===== src/rtl/mdu_pkg.sv =====
// Shared encodings for the multiply/divide unit: op codes and FSM states.
// Also used by the decode/control unit.
package mdu_pkg;

  localparam logic [3:0] MDU_NOP   = 4'b0000;
  localparam logic [3:0] MDU_MULT  = 4'b0001;
  localparam logic [3:0] MDU_MULTU = 4'b0010;
  localparam logic [3:0] MDU_DIV   = 4'b0011;
  localparam logic [3:0] MDU_DIVU  = 4'b0100;
  localparam logic [3:0] MDU_MTHI  = 4'b0101;
  localparam logic [3:0] MDU_MTLO  = 4'b0110;
  localparam logic [3:0] MDU_MADD  = 4'b0111;
  localparam logic [3:0] MDU_MADDU = 4'b1000;
  localparam logic [3:0] MDU_MSUB  = 4'b1001;
  localparam logic [3:0] MDU_MSUBU = 4'b1010;

  typedef enum logic [1:0] {
    S_IDLE = 2'd0,
    S_MUL  = 2'd1,
    S_DIV  = 2'd2,
    S_FIX  = 2'd3
  } state_t;

endpackage


===== src/rtl/mdu_iter_div_step.sv =====
// One restoring-divide iteration: shift the next dividend bit into the
// partial remainder and subtract the divisor when it fits.
module div_step #(
  parameter int WIDTH = 32
) (
  input  logic [WIDTH-1:0] rem,
  input  logic [WIDTH-1:0] quo,
  input  logic [WIDTH-1:0] divisor,
  output logic [WIDTH-1:0] rem_nx,
  output logic [WIDTH-1:0] quo_nx
);

  logic [WIDTH:0] shifted;
  logic           fits;

  // Compare explicitly so a zero divisor (remainder not bounded) still
  // yields an all-ones quotient and the dividend as remainder.
  always_comb begin
    shifted = {rem, quo[WIDTH-1]};
    fits    = (shifted >= {1'b0, divisor});
    if (fits) begin
      rem_nx = shifted[WIDTH-1:0] - divisor;
      quo_nx = {quo[WIDTH-2:0], 1'b1};
    end else begin
      rem_nx = shifted[WIDTH-1:0];
      quo_nx = {quo[WIDTH-2:0], 1'b0};
    end
  end

endmodule


===== src/rtl/mdu_iter.sv =====
// Multi-cycle multiply/divide unit owning HI/LO. Define MDU_MADD_EN to
// enable MADD/MADDU/MSUB/MSUBU accumulate ops; otherwise they act as NOP.
module mdu_iter
  import mdu_pkg::*;
#(
  parameter int WIDTH      = 32,
  parameter int MUL_CYCLES = 5
) (
  input  logic             clk,
  input  logic             reset,
  input  logic             start,
  input  logic [3:0]       op,
  input  logic [WIDTH-1:0] a,
  input  logic [WIDTH-1:0] b,
  output logic             busy,
  output logic             done,
  output logic [WIDTH-1:0] hi,
  output logic [WIDTH-1:0] lo
);

  localparam int DIV_CYCLES = WIDTH + 1;
  localparam int CNT_MAX    = (DIV_CYCLES > MUL_CYCLES) ? DIV_CYCLES : MUL_CYCLES;
  localparam int CW         = $clog2(CNT_MAX);

  // Handshake: a request is start=1 with op/a/b valid; it is taken on the
  // rising edge where busy=0 (busy acts as not-ready). While busy=1 start
  // is ignored and must be held. done pulses for one cycle after HI/LO
  // are written by a multi-cycle op; busy is already low in that cycle.

  state_t                 state, state_nx;
  logic [3:0]             op_q;
  logic [WIDTH-1:0]       opa, opb, rem;
  logic [CW-1:0]          count;
  logic                   neg_q, neg_r;

  logic                   mul_req, div_req, div_signed, mul_signed;
  logic [WIDTH-1:0]       a_mag, b_mag;
  logic [2*WIDTH-1:0]     ext_a, ext_b, product, mul_result;
  logic [WIDTH-1:0]       rem_nx, quo_nx;

  assign busy = (state != S_IDLE);

  always_comb begin
    mul_req = (op == MDU_MULT) || (op == MDU_MULTU);
`ifdef MDU_MADD_EN
    mul_req = mul_req || (op == MDU_MADD) || (op == MDU_MADDU) ||
              (op == MDU_MSUB) || (op == MDU_MSUBU);
`endif
    div_req    = (op == MDU_DIV) || (op == MDU_DIVU);
    div_signed = (op == MDU_DIV);
    a_mag      = (div_signed && a[WIDTH-1]) ? (~a + 1'b1) : a;
    b_mag      = (div_signed && b[WIDTH-1]) ? (~b + 1'b1) : b;
  end

  // Product and optional accumulate use the latched operands and the
  // HI/LO value present at completion.
  always_comb begin
    mul_signed = (op_q == MDU_MULT);
`ifdef MDU_MADD_EN
    mul_signed = mul_signed || (op_q == MDU_MADD) || (op_q == MDU_MSUB);
`endif
    ext_a      = mul_signed ? {{WIDTH{opa[WIDTH-1]}}, opa} : {{WIDTH{1'b0}}, opa};
    ext_b      = mul_signed ? {{WIDTH{opb[WIDTH-1]}}, opb} : {{WIDTH{1'b0}}, opb};
    product    = ext_a * ext_b;
    mul_result = product;
`ifdef MDU_MADD_EN
    if ((op_q == MDU_MADD) || (op_q == MDU_MADDU))
      mul_result = {hi, lo} + product;
    else if ((op_q == MDU_MSUB) || (op_q == MDU_MSUBU))
      mul_result = {hi, lo} - product;
`endif
  end

  div_step #(.WIDTH(WIDTH)) u_div_step (
    .rem     (rem),
    .quo     (opa),
    .divisor (opb),
    .rem_nx  (rem_nx),
    .quo_nx  (quo_nx)
  );

  always_ff @(posedge clk or posedge reset) begin
    if (reset) state <= S_IDLE;
    else       state <= state_nx;
  end

  always_comb begin
    state_nx = state;
    case (state)
      S_IDLE: begin
        if (start && mul_req)      state_nx = S_MUL;
        else if (start && div_req) state_nx = S_DIV;
      end
      S_MUL:   if (count == '0) state_nx = S_IDLE;
      S_DIV:   if (count == '0) state_nx = S_FIX;
      S_FIX:   state_nx = S_IDLE;
      default: state_nx = S_IDLE;
    endcase
  end

  always_ff @(posedge clk or posedge reset) begin
    if (reset) begin
      op_q  <= MDU_NOP;
      opa   <= '0;
      opb   <= '0;
      rem   <= '0;
      count <= '0;
      neg_q <= 1'b0;
      neg_r <= 1'b0;
      done  <= 1'b0;
      hi    <= '0;
      lo    <= '0;
    end else begin
      done <= 1'b0;
      case (state)
        S_IDLE: begin
          if (start && mul_req) begin
            op_q  <= op;
            opa   <= a;
            opb   <= b;
            count <= CW'(MUL_CYCLES - 1);
          end else if (start && div_req) begin
            op_q  <= op;
            opa   <= a_mag;
            opb   <= b_mag;
            rem   <= '0;
            neg_q <= div_signed && (a[WIDTH-1] ^ b[WIDTH-1]);
            neg_r <= div_signed && a[WIDTH-1];
            count <= CW'(WIDTH - 1);
          end else if (start && (op == MDU_MTHI)) begin
            hi <= a;
          end else if (start && (op == MDU_MTLO)) begin
            lo <= a;
          end
        end
        S_MUL: begin
          if (count == '0) begin
            {hi, lo} <= mul_result;
            done     <= 1'b1;
          end else begin
            count <= count - 1'b1;
          end
        end
        S_DIV: begin
          rem <= rem_nx;
          opa <= quo_nx;
          if (count != '0) count <= count - 1'b1;
        end
        S_FIX: begin
          lo   <= neg_q ? (~opa + 1'b1) : opa;
          hi   <= neg_r ? (~rem + 1'b1) : rem;
          done <= 1'b1;
        end
        default: ;
      endcase
    end
  end

endmodule


===== config.mk =====
export PLATFORM = sky130hd
export DESIGN_NAME = mdu_iter
export DESIGN_NICKNAME = d
export VERILOG_FILES = /design/src/rtl/mdu_pkg.sv /design/src/rtl/mdu_iter_div_step.sv /design/src/rtl/mdu_iter.sv
export SDC_FILE = /design/constraint.sdc
export NUM_CORES = 2
export LEC_CHECK = 0
export CAP_MARGIN = 10
export CORE_MARGIN = 3
export CORE_UTILIZATION = 35
export CTS_CLUSTER_DIAMETER = 150
export DETAILED_ROUTE_END_ITERATION = 7
export PLACE_DENSITY = 0.61
export SLEW_MARGIN = 10
export SYNTH_ARGS = -nofsm -noshare
export SYNTH_HDL_FRONTEND = slang
export SYNTH_HIERARCHICAL = 1
export SYNTH_SLANG_ARGS = --single-unit

===== constraint.sdc =====
create_clock -name clk -period 11 [get_ports clk]
set_input_delay 1.65 -clock clk [delete_from_list [all_inputs] [get_ports clk]]
set_output_delay 1.65 -clock clk [all_outputs]
set_load 0.005 [all_outputs]

==> flow_summary.html <==
<table>
<tr><th>Metric</th><th>Value</th></tr>
<tr><th colspan="2">Clock network</th></tr>
<tr><td>Number of buffers on the longest clock path</td><td>2</td></tr>
<tr><td>Number of gates resized after CTS</td><td>0</td></tr>
<tr><td>Clock input transition at the sequential cells of the worst setup and hold paths</td><td>80 ps</td></tr>
<tr><td>Clock root buffer</td><td>sky130_fd_sc_hd__clkbuf_16</td></tr>
<tr><td>Cts hold-fix bufs</td><td>0</td></tr>
<tr><td>Post-CTS setup buffer count</td><td>0</td></tr>
<tr><td>Number of clock buffers inserted by TritonCTS</td><td>17</td></tr>
<tr><td>Deepest level of the CTS H-tree</td><td>4</td></tr>
<tr><td>Clock Latency Late Sink</td><td>470 ps</td></tr>
<tr><td>CTS tree</td><td>yes</td></tr>
<tr><td>Clock sink count</td><td>175</td></tr>
<tr><th colspan="2">Timing</th></tr>
<tr><td>Worst Clk Skew</td><td>14.48 ps</td></tr>
<tr><td>Share of the cycle needed by the critical path after routing</td><td>0.9344</td></tr>
<tr><td>Slew Viols, Final</td><td>0</td></tr>
<tr><td>RSZ-0062 raised after global routing</td><td>false</td></tr>
<tr><td>Final critical path time including I/O delays and setup</td><td>between 10000 and 15000 ps</td></tr>
<tr><td>Timing-limited maximum frequency</td><td>97.29 MHz</td></tr>
<tr><td>Worst hold slack</td><td>approximately 480 ps</td></tr>
<tr><td>Summed negative setup slack over all endpoints</td><td>0 ps</td></tr>
<tr><td>Worst-Margin Slew</td><td>1336 ps</td></tr>
<tr><td>Headroom to the max-slew limit</td><td>0.1091</td></tr>
<tr><td>Final setup fails</td><td>0</td></tr>
<tr><td>Endpoints failing hold</td><td>0</td></tr>
<tr><th colspan="2">Finish</th></tr>
<tr><td>Area occupied by multi-input gates</td><td>48560 um2</td></tr>
<tr><td>Total of fill cells in the finished design</td><td>17329</td></tr>
<tr><td>Register area</td><td>4385 um2</td></tr>
<tr><td>Fin util</td><td>0.3802</td></tr>
<tr><td>Most frequent cells in the layout</td><td>sky130_fd_sc_hd__inv_1, sky130_fd_sc_hd__fa_1, sky130_fd_sc_hd__nand2_1</td></tr>
<tr><td>Fraction of final layout cells with drive strength greater than 1</td><td>0.03896</td></tr>
<tr><td>Post-synthesis to final-layout area growth</td><td>7.251%</td></tr>
<tr><td>Non-Filler Cell Area, Final</td><td>64790 um2</td></tr>
<tr><td>Most frequent standard cell in the layout excluding fill and tap cells</td><td>sky130_fd_sc_hd__inv_1</td></tr>
<tr><td>Final Net Count</td><td>8452</td></tr>
<tr><th colspan="2">Logic synthesis</th></tr>
<tr><td>Asr flop ratio synth</td><td>1.000</td></tr>
<tr><td>Top FF cell, synth</td><td>sky130_fd_sc_hd__dfrtp_1</td></tr>
<tr><td>Sequential cell area fraction in the yosys report</td><td>0.07249</td></tr>
<tr><td>Cell types occupying the most area after synthesis</td><td>sky130_fd_sc_hd__fa_1, sky130_fd_sc_hd__inv_1, sky130_fd_sc_hd__ha_1</td></tr>
<tr><td>Synth Instances</td><td>6716</td></tr>
<tr><td>Syn_area_per_cell</td><td>8.995 um2</td></tr>
<tr><td>Post-synthesis instance area</td><td>approximately 60000 um2</td></tr>
<tr><td>Area share of the largest cell type after synthesis</td><td>0.4706</td></tr>
<tr><td>Cell taking the most area after synthesis</td><td>sky130_fd_sc_hd__fa_1</td></tr>
<tr><td>Synth Net Count</td><td>8558</td></tr>
<tr><td>Post-synthesis cell type count</td><td>85</td></tr>
<tr><td>Number of flops mapped to enable cells by yosys</td><td>0</td></tr>
<tr><td>Synth warn</td><td>6</td></tr>
<tr><td>Synthesis-stage register bit count</td><td>175</td></tr>
<tr><th colspan="2">GRT</th></tr>
<tr><td>Number of antenna violations at the first check in global routing</td><td>12</td></tr>
<tr><td>Largest net degree at the start of global routing</td><td>~120</td></tr>
<tr><td>Overall global routing resource usage</td><td>0.2216</td></tr>
<tr><td>Global-route wire length before repair</td><td>roughly 300 mm</td></tr>
<tr><td>Via count of the first global-routing pass</td><td>approximately 50000</td></tr>
<tr><td>Overflow left after global routing</td><td>0</td></tr>
<tr><th colspan="2">Outcome</th></tr>
<tr><td>Status</td><td>finished, final reports clean</td></tr>
<tr><th colspan="2">Critical path</th></tr>
<tr><td>Critical path fanouts, max</td><td>26</td></tr>
<tr><td>Worst Setup Start Kind</td><td>register</td></tr>
<tr><td>Worst Setup Path Type</td><td>reg -&gt; reg</td></tr>
<tr><td>Worst Path Required</td><td>11350 ps</td></tr>
<tr><td>Arrival time at the worst endpoint</td><td>10620 ps</td></tr>
<tr><td>Critical Path End Type</td><td>register</td></tr>
<tr><th colspan="2">Floorplanning</th></tr>
<tr><td>Full die area</td><td>177600 um2</td></tr>
<tr><td>Chip Height</td><td>421.5 um</td></tr>
<tr><td>Boundary Pins</td><td>137</td></tr>
<tr><td>Number of placement rows</td><td>between 150 and 200</td></tr>
<tr><td>Effective utilization at floorplan</td><td>0.3545</td></tr>
<tr><td>Core Box Area</td><td>170400 um2</td></tr>
<tr><td>DIE WIDTH</td><td>421.5 um</td></tr>
<tr><th colspan="2">Run</th></tr>
<tr><td>Total of max-cap violations</td><td>0</td></tr>
<tr><th colspan="2">Detailed routing</th></tr>
<tr><td>First DRT Iteration DRCs</td><td>~3700</td></tr>
<tr><td>Remaining antenna violation count</td><td>0</td></tr>
<tr><td>Routed WL per cell</td><td>21.63 um</td></tr>
<tr><td>Router iterations before antenna repair</td><td>6</td></tr>
<tr><td># DRC</td><td>0</td></tr>
<tr><td>Final wirelength</td><td>193.0 mm</td></tr>
<tr><td>Via Count</td><td>45478</td></tr>
<tr><td>Detailed-route vias per instance</td><td>5.097</td></tr>
<tr><th colspan="2">Placed design</th></tr>
<tr><td>Sum of net half-perimeters after detailed placement</td><td>between 150 and 200 mm</td></tr>
<tr><td>Final weighted congestion in routability-driven placement</td><td>0.9775</td></tr>
<tr><td>Number of buffers added on ports</td><td>136</td></tr>
<tr><td>Total placed instance area</td><td>64150 um2</td></tr>
<tr><th colspan="2">Worst hold path</th></tr>
<tr><td>Class of the tightest hold or removal check</td><td>reg -&gt; reg</td></tr>
</table>
==> Yosys cell counts, drive strengths merged, types with 69 or more instances <==
cell    number
nand2      982
a21oi      195
ha         351
clkbuf     325
fa        1420
o21ai      241
dfrtp      175
xor2        74
buf         69
xnor2      181
inv       1578
nor2       147
and2       410
==> worst max-delay path, cell delays in order, from the launching register on <==
cell                      delay, ps
sky130_fd_sc_hd__dfrtp_1       1060
sky130_fd_sc_hd__nand2_1        360
sky130_fd_sc_hd__fa_1           720
sky130_fd_sc_hd__inv_1          150
sky130_fd_sc_hd__fa_1           540
sky130_fd_sc_hd__fa_1           920
sky130_fd_sc_hd__inv_1          340
sky130_fd_sc_hd__fa_1           600
sky130_fd_sc_hd__inv_1          260
sky130_fd_sc_hd__fa_1           490
sky130_fd_sc_hd__fa_1           550
sky130_fd_sc_hd__fa_1           450
sky130_fd_sc_hd__fa_1           500
sky130_fd_sc_hd__fa_1           520
sky130_fd_sc_hd__inv_1           60
sky130_fd_sc_hd__fa_1           490
sky130_fd_sc_hd__inv_1           40
sky130_fd_sc_hd__ha_1           360
sky130_fd_sc_hd__a21oi_1        290
sky130_fd_sc_hd__o21ai_0        200
sky130_fd_sc_hd__a21oi_1        180
sky130_fd_sc_hd__nor2b_1         50
sky130_fd_sc_hd__o21ai_0        210
sky130_fd_sc_hd__nand2_1         80
sky130_fd_sc_hd__a21o_1         180
sky130_fd_sc_hd__a41oi_1        240
sky130_fd_sc_hd__o22a_1         180
sky130_fd_sc_hd__nand3_1         70
==> metal layers <==
layer	up-vias	share of wire	track usage
li1	19753	-	-
met1	23607	0.40	0.2928
met2	1739	0.47	0.3631
met3	379	0.072	0.02993
met4	0	0.056	0.09967
met5	-	0	0
==> final cells by class <==
cell class,instances,area share
diodes,5,0.0001931
clock buffers,19,0.006991
clock inverters,13,0.002665
inverters,1578,0.09154
multi-input cells,4569,0.7494
flip-flops and latches,175,0.06769
well taps,2295,0.04432
repair buffers,269,0.03719
==> per-stage QoR <==
stage,setup WS (ps),cells
2_1_floorplan,1754,6716
3_3_place_gp,1046,8886
3_5_place_dp,849.1,8886
4_1_cts,775.2,8918
5_1_grt,193.4,8918
6_report,721.9,8923
==> kinds of logic (layout without fill, tap and decap cells) <==
group	after synthesis	after routing	synth area share
adder cells (fa/ha/maj)	1773	1773	0.5436
AO/OA/AOI/OAI	733	733	0.07632
flip-flops	175	175	0.07249
buffers and inverters	1972	1879	0.1251
AND/OR/NAND/NOR	1767	1767	0.1375
multiplexers	41	41	0.008036
XOR/XNOR	255	255	0.03697
other	0	5	0
==> state kept, by name, summed over array words and instances (netlist names) <==
| name | count |
|---|---|
| state | 2 |
| lo | 32 |
| op_q | 4 |
| done | 1 |
| hi | 32 |
| neg_r | 1 |
| opa | 32 |
| rem | 32 |
| opb | 32 |
| neg_q | 1 |
| count | 6 |
==> path summary, 6_finish.rpt <==
path	startpoint	cells after the start	slack, ps	end
setup / recovery	opb[4]$_DFFE_PP0P_	27	720	hi[29]$_DFFE_PP0P_
hold / removal	lo[10]$_DFFE_PP0P_	2	480	lo[10]$_DFFE_PP0P_
min in group asynchronous	reset	2	1800	lo[29]$_DFFE_PP0P_
setup reg to reg	opb[4]$_DFFE_PP0P_	27	720	hi[29]$_DFFE_PP0P_
hold reg to reg	lo[10]$_DFFE_PP0P_	2	480	lo[10]$_DFFE_PP0P_
max in group asynchronous	reset	3	7780	rem[6]$_DFFE_PP0P_
Power is left out: the tool's default activity adds up to more than one toggle a clock period on the data nets, which glitch-free logic cannot reach.
